**src/rtl/arb_pkg.sv**
```systemverilog
// Shared types and constants for mem_bus_arbiter: FSM state encoding, strobe width, default widths.
package arb_pkg;
  localparam int STRB_W     = 4;
  localparam int DEF_ADDR_W = 32;
  localparam int DEF_DATA_W = 32;

  typedef enum logic [2:0] {
    IDLE,
    D_ADDR,
    D_DATA,
    I_ADDR,
    I_DATA
  } arb_state_t;
endpackage

```
**src/rtl/arb_port_buf.sv**
```systemverilog
// Per-port result buffer: done flag, hold register and stall equation.
// Optional feature macro: ARB_RDATA_BYPASS_EN (forward bus data in the data_ok cycle).
module arb_port_buf
  import arb_pkg::*;
#(
  parameter int DATA_W = DEF_DATA_W
) (
  input  logic              clk,
  input  logic              rst,
  input  logic              req,
  input  logic              set,
  input  logic              clr,
  input  logic              cancel,
  input  logic [DATA_W-1:0] load_val,
  output logic [DATA_W-1:0] rdata,
  output logic              stall,
  output logic              done
);

  logic [DATA_W-1:0] hold;

  always_ff @(posedge clk or negedge rst) begin
    if (!rst) begin
      done <= 1'b0;
      hold <= '0;
    end else begin
      if (set) hold <= load_val;
`ifdef ARB_RDATA_BYPASS_EN
      // The result is consumed in the data_ok cycle itself, so an advance then wins.
      if (clr)      done <= 1'b0;
      else if (set) done <= 1'b1;
`else
      if (set)      done <= 1'b1;
      else if (clr) done <= 1'b0;
`endif
    end
  end

`ifdef ARB_RDATA_BYPASS_EN
  assign stall = (req & ~done & ~set) | cancel;
  assign rdata = set ? load_val : hold;
`else
  assign stall = (req & ~done) | cancel;
  assign rdata = hold;
`endif

endmodule

```
**src/rtl/mem_bus_arbiter.sv**
```systemverilog
// Shares one memory bus between the fetch and data ports; data has priority, one transaction in flight.
// Optional feature macro: ARB_RDATA_BYPASS_EN (same-cycle result forwarding and chained transactions).
module mem_bus_arbiter
  import arb_pkg::*;
#(
  parameter int ADDR_W = DEF_ADDR_W,
  parameter int DATA_W = DEF_DATA_W
) (
  input  logic              clk,
  input  logic              rst,
  input  logic              inst_req,
  input  logic [ADDR_W-1:0] inst_addr,
  output logic [DATA_W-1:0] inst_rdata,
  output logic              inst_stall,
  input  logic              data_req,
  input  logic [STRB_W-1:0] data_wen,
  input  logic [ADDR_W-1:0] data_addr,
  input  logic [DATA_W-1:0] data_wdata,
  output logic [DATA_W-1:0] data_rdata,
  output logic              data_stall,
  input  logic              pipe_adv,
  input  logic              flush,
  output logic              bus_req,
  output logic              bus_wr,
  output logic [STRB_W-1:0] bus_wstrb,
  output logic [ADDR_W-1:0] bus_addr,
  output logic [DATA_W-1:0] bus_wdata,
  input  logic              bus_addr_ok,
  input  logic              bus_data_ok,
  input  logic [DATA_W-1:0] bus_rdata
);

  arb_state_t state;
  logic       cancel;
  logic       inst_done, data_done;
  logic       inst_pending, data_pending;
  logic       in_fetch, inst_set, data_set;

  assign inst_pending = inst_req & ~inst_done;
  assign data_pending = data_req & ~data_done;
  assign in_fetch     = (state == I_ADDR) || (state == I_DATA);
  assign data_set     = (state == D_DATA) & bus_data_ok;
  // A flush landing in the data_ok cycle still drops the fetched word.
  assign inst_set     = (state == I_DATA) & bus_data_ok & ~cancel & ~flush;

  always_ff @(posedge clk or negedge rst) begin
    if (!rst) begin
      state     <= IDLE;
      cancel    <= 1'b0;
      bus_req   <= 1'b0;
      bus_wr    <= 1'b0;
      bus_wstrb <= '0;
      bus_addr  <= '0;
      bus_wdata <= '0;
    end else begin
      if ((state == I_DATA) && bus_data_ok) cancel <= 1'b0;
      else if (in_fetch && flush)           cancel <= 1'b1;

      case (state)
        IDLE: begin
          if (data_pending) begin
            state     <= D_ADDR;
            bus_req   <= 1'b1;
            bus_wr    <= |data_wen;
            bus_wstrb <= data_wen;
            bus_addr  <= data_addr;
            bus_wdata <= data_wdata;
          end else if (inst_pending) begin
            state     <= I_ADDR;
            bus_req   <= 1'b1;
            bus_wr    <= 1'b0;
            bus_wstrb <= '0;
            bus_addr  <= inst_addr;
            bus_wdata <= '0;
          end
        end
        D_ADDR: if (bus_addr_ok) begin
          state   <= D_DATA;
          bus_req <= 1'b0;
        end
        I_ADDR: if (bus_addr_ok) begin
          state   <= I_DATA;
          bus_req <= 1'b0;
        end
        D_DATA: if (bus_data_ok) begin
          state <= IDLE;
`ifdef ARB_RDATA_BYPASS_EN
          if (inst_pending) begin
            state     <= I_ADDR;
            bus_req   <= 1'b1;
            bus_wr    <= 1'b0;
            bus_wstrb <= '0;
            bus_addr  <= inst_addr;
            bus_wdata <= '0;
          end
`endif
        end
        I_DATA: if (bus_data_ok) begin
          state <= IDLE;
`ifdef ARB_RDATA_BYPASS_EN
          if (data_pending) begin
            state     <= D_ADDR;
            bus_req   <= 1'b1;
            bus_wr    <= |data_wen;
            bus_wstrb <= data_wen;
            bus_addr  <= data_addr;
            bus_wdata <= data_wdata;
          end
`endif
        end
        default: state <= IDLE;
      endcase
    end
  end

  arb_port_buf #(.DATA_W(DATA_W)) u_inst_buf (
    .clk      (clk),
    .rst      (rst),
    .req      (inst_req),
    .set      (inst_set),
    .clr      (pipe_adv | flush),
    .cancel   (cancel),
    .load_val (bus_rdata),
    .rdata    (inst_rdata),
    .stall    (inst_stall),
    .done     (inst_done)
  );

  // Writes return no data, so their hold value is zero.
  arb_port_buf #(.DATA_W(DATA_W)) u_data_buf (
    .clk      (clk),
    .rst      (rst),
    .req      (data_req),
    .set      (data_set),
    .clr      (pipe_adv),
    .cancel   (1'b0),
    .load_val (bus_wr ? '0 : bus_rdata),
    .rdata    (data_rdata),
    .stall    (data_stall),
    .done     (data_done)
  );

endmodule
```
**config.mk**
```make
export PLATFORM = sky130hd
export DESIGN_NAME = mem_bus_arbiter
export DESIGN_NICKNAME = d
export VERILOG_FILES = /design/src/rtl/arb_pkg.sv /design/src/rtl/arb_port_buf.sv /design/src/rtl/mem_bus_arbiter.sv
export SDC_FILE = /design/constraint.sdc
export NUM_CORES = 1
export LEC_CHECK = 0
export ABC_AREA = 1
export CAP_MARGIN = 20
export CORE_MARGIN = 2
export CORE_UTILIZATION = 45
export DETAILED_ROUTE_END_ITERATION = 10
export GPL_TIMING_DRIVEN = 0
export PLACE_DENSITY = 0.86
export SYNTH_ARGS = -nofsm -noshare
export SYNTH_HDL_FRONTEND = slang
export SYNTH_SLANG_ARGS = --single-unit
```
**constraint.sdc**
```tcl
create_clock -name clk -period 2.8 [get_ports clk]
set_clock_uncertainty 0.15 [all_clocks]
set_input_delay 0.42 -clock clk [delete_from_list [all_inputs] [get_ports clk]]
set_output_delay 0.42 -clock clk [all_outputs]
set_load 0.02 [all_outputs]
```
======== Word-level counts from Yosys, hierarchy flattened ========
Index checks and enable logic that the tools add are counted.
cells by class
  mux-type cells .......................... 25
  reductions and logical operators ........ 15
  bitwise logic cells ..................... 12
  eq/ne operators ......................... 9
operator list
  cell                                                                   count
  32-bit two-way mux                                                     5
  3-bit two-way mux                                                      5
  3-bit case mux with 4 select lines                                     1
  1-bit two-way mux                                                      11
  2-bit nonzero test                                                     5
  4-bit two-way mux                                                      2
  1-bit AND                                                              6
  3-bit by 2-bit equality test with 1-bit output, second input constant  2
  2-bit by 1-bit != test with 1-bit output, second input constant        2
  2-bit != test, second input constant                                   2
  1-bit inverter                                                         4
  4-bit AND reduction                                                    1
  2-bit OR reduction                                                     2
  4-bit OR reduction                                                     1
  3-bit by 1-bit equality test with 1-bit output, second input constant  1
  3-bit equality test, second input constant                             1
  3-bit logical NOT                                                      1
  3-bit != test, second input constant                                   1
  3-bit AND reduction                                                    1
  1-bit logical AND                                                      2
  1-bit OR                                                               2
  1-bit case mux with 2 select lines                                     1
  2-bit AND reduction                                                    1
  1-bit logical OR                                                       1
storage, ports and cells
  register bits ........................... 140
  output and inout bits ................... 136
  logic and storage cells ................. 72

======== Longest topological paths before layout ========
  depth in word-level cells ............... 5
  mapped depth ............................ 9
  depth with buffers taken out ............ 8

======== Hierarchy ========
From an unflattened synthesis, not the netlist that was laid out.
unflattened totals
  cell total of the unflattened synthesis .. 772
  area, all modules ....................... 6,351.1 sq um
by module, submodules not included
  module           area an instance (sq um)  times used  cells each
  mem_bus_arbiter  3,668.5                   1           484
  arb_port_buf     1,341.3                   2           144

======== Worst setup path after synthesis ========
Ideal clock, no wire load.
  path kind ............................... input -> output
  start ................................... in data_req
  end ..................................... out data_stall
  cell stages on the path ................. 3
  data arrival time ....................... 0.983 ns
  slack ................................... 1.247 ns
  cells stage by stage .................... nand2_2 > inv_2 > clkbuf_1
between the ends
  cells in the longest elaborated chain, start to end .. 1
ends and longest elaborated chain
  element          RTL line               RTL
  start, declared  mem_bus_arbiter.sv:15  input logic data_req,
  1-bit AND        arb_port_buf.sv:43     assign stall = (req & ~done) | cancel;
  end, declared    mem_bus_arbiter.sv:20  output logic data_stall,
No other way between the ends.

======== Worst setup path in the final report ========
Ends and elaborated chain as after synthesis.

==> metrics <==
initial core utilization=45.8%; drt first pass iters=5; most common cell after layout, fill and taps aside=nand2_1; HPWL Detailed=13.8 mm; Seq/Total Area, Yosys=58.2%; drt wl/cell=16.4 µm; critical hold path startpoint=u_inst_buf.rdata[15]$_DFFE_PN0P_; Setup crit start=data_req; most frequent cells in the layout=nand2_1 (279), clkdlybuf4s50_1 (274), dfrtp_1 (140); Final min period=2.51 ns; CTS tree=done; Final nets=1104; Hold/Removal Path Class=flop to flop; cell internal pwr=6.77 mW; H-tree levels=4; DIE AREA=14300 µm²; worst slew pin tran=0.641 ns; Setup TNS=0 ns; Num CTS Buffers=17; clock share of power=20.5%; global-route wire length before repair=30.1 mm; vias in the first global route=5794; Seq cells post-synth=140; CTS root buf=clkbuf_16; via/cell ratio=5.04; Slew Limit Fails=0; CP arrival=1.94 ns; syn_area_per_cell=9.00 µm²; Vias=5813; Slew HR=56.9%; post-synthesis net count=808; final antenna-violating net count=0; CP max FO=16; max-cap violations=0; final core occ=73.5%; final hold vios=0; initial antenna violation count=1; total gr overflow=0; # Post-CTS Setup Buffers=0; Clock Latency Late Sink=0.41 ns; critical path class=input port to output port; total track usage=27.1%; Cell variety after synth=24; Core Footprint=13100 µm²; Mapped Area=6010 µm²; Ports=276; DR iter-0 viols=327; overall routed net length=18.9 mm; RR Startpoint=u_data_buf.done$_DFFE_PN0P_; status=finished, final reports clean; Die W=120 µm; Worst VDD drop=0.568 mV; post-synthesis cell count=668; crit path capture type=output port; RSZ-0062 raised after global routing=false; Area Overhead vs Synth=60.5%; clk sinks=140; R2R depth=6; share of power burned in registers=30.9%; standard-cell rows=42; largest net degree at the start of global routing=71; die height=120 µm; Switching Share=39.1%; Final GP Congestion=0.812; logic gate share of total power=48.6%; power per cell area=1150 nW/µm²; Clock Pin Slew Worst Setup and Hold Paths=0.05 ns; port bufs=275; CP required=2.23 ns; FMAX=398 MHz; final worst-path cycle share=89.7%; CP startpoint kind=input port; clk buf depth=2; share of layout cells above drive strength 1=10.8%; Ys Warns=0; P_sw=4.35 mW; Finish-stage setup viols=0; post-CTS resize count=0; LEAKAGE=4.65 nW; Post-route DRC=0; Worst Hold Path Cells=2
-- stage by stage --
stage	hold WS [ns]	cells	total power, mW	cell area (µm²)	worst slack, ns
after global routing	0.325	1153	11.8	9650	0.201
after floorplan	-0.0256	668	6.24	6010	1.25
after global placement	0.303	1119	8.73	8990	-4.49
after detailed placement	0.307	1121	8.85	9040	-0.00947
after CTS	0.322	1152	11.2	9650	0.265
final	0.318	1153	11.1	9650	0.288
-- layout make-up --
cell class / instances / area, µm²
Antenna cell: 1 / 2.50
Inverter: 16 / 62.6
Clock inverter: 11 / 144
Multi-Input combinational cell: 470 / 2150
Timing Repair Buffer: 278 / 2820
Clock buffer: 20 / 457
Sequential cell: 140 / 3500
Tap cell: 176 / 220
Buffer: 41 / 294
Fill cell: 933 / 3480
-- power by group through the flow --
stage | logic, mW | registers [mW] | clock network [mW]
2_1_floorplan | 1.81 | 4.44 | 0
3_3_place_gp | 5.31 | 3.42 | 0
3_5_place_dp | 5.44 | 3.42 | 0
4_1_cts | 5.45 | 3.43 | 2.31
5_1_grt | 5.82 | 3.54 | 2.42
6_report | 5.40 | 3.44 | 2.28
-- critical path, cell delays in order --
cell	delay (ns)
clkdlybuf4s50_1	0.47
nand2_2	0.12
inv_2	0.25
clkdlybuf4s50_1	0.67
-- cells in the mapped netlist --
cell type	count	area [µm²]
a21oi_1	1	5.00
buf_2	10	50.1
buf_4	4	30.0
buf_6	15	169
clkbuf_1	13	48.8
dfrtp_1	140	3500
inv_1	13	48.8
inv_2	2	7.51
inv_4	1	6.26
nand2_1	279	1050
nand2_2	3	18.8
nand2_4	1	11.3
nand3_1	104	521
nor2_1	8	30.0
nor2_2	2	12.5
nor2_4	1	11.3
nor2_8	1	20.0
nor3_1	1	5.00
nor4_1	1	6.26
o211ai_1	32	240
o21ai_0	2	10.0
o21ai_1	1	5.00
o31ai_1	1	7.51
or2_2	32	200
-- per-layer routing --
metal / up-vias / global-route usage (%) / share of wire, %
met3: 33 / 9.13 / 9.0
met4: 0 / 10.5 / 2.4
met5: - / 0 / 0
met2: 271 / 44.7 / 49
met1: 2767 / 32.8 / 40
li1: 2742 / - / -
-- cell families (layout without fill, tap and decap cells) --
kind of cell | after synthesis | in the layout | synth area share, %
AND/OR/NAND/NOR | 433 | 433 | 31.3
AO/OA/AOI/OAI | 37 | 37 | 4.45
flip-flops | 140 | 140 | 58.2
buffers and inverters | 58 | 366 | 5.99
other | 0 | 1 | 0
-- worst paths after layout --
path,endpoint,slack [ns]
max,data_stall,0.29
min,u_inst_buf.rdata[15]$_DFFE_PN0P_,0.32
max reg2reg,bus_addr[11]$_DFFE_PN0P_,1.06
min reg2reg,u_inst_buf.rdata[15]$_DFFE_PN0P_,0.32
max in group asynchronous,bus_addr[22]$_DFFE_PN0P_,1.72
min in group asynchronous,u_data_buf.rdata[19]$_DFFE_PN0P_,0.46
-- flip-flops by register name (all words and copies together) (netlist names), 3 cells and up --
signal	count
state	3
u_inst_buf.rdata	32
bus_wdata	32
u_data_buf.rdata	32
bus_wstrb	4
bus_addr	32
-- repair_timing --
| item | 4_1_cts | 5_1_grt |
|---|---|---|
| hold endpoints to repair | 140 | 0 |
| hold buffers | 1 | 0 |
| setup endpoints to repair | 1 | 0 |
No activity file was read; power rests on OpenSTA's default activity.
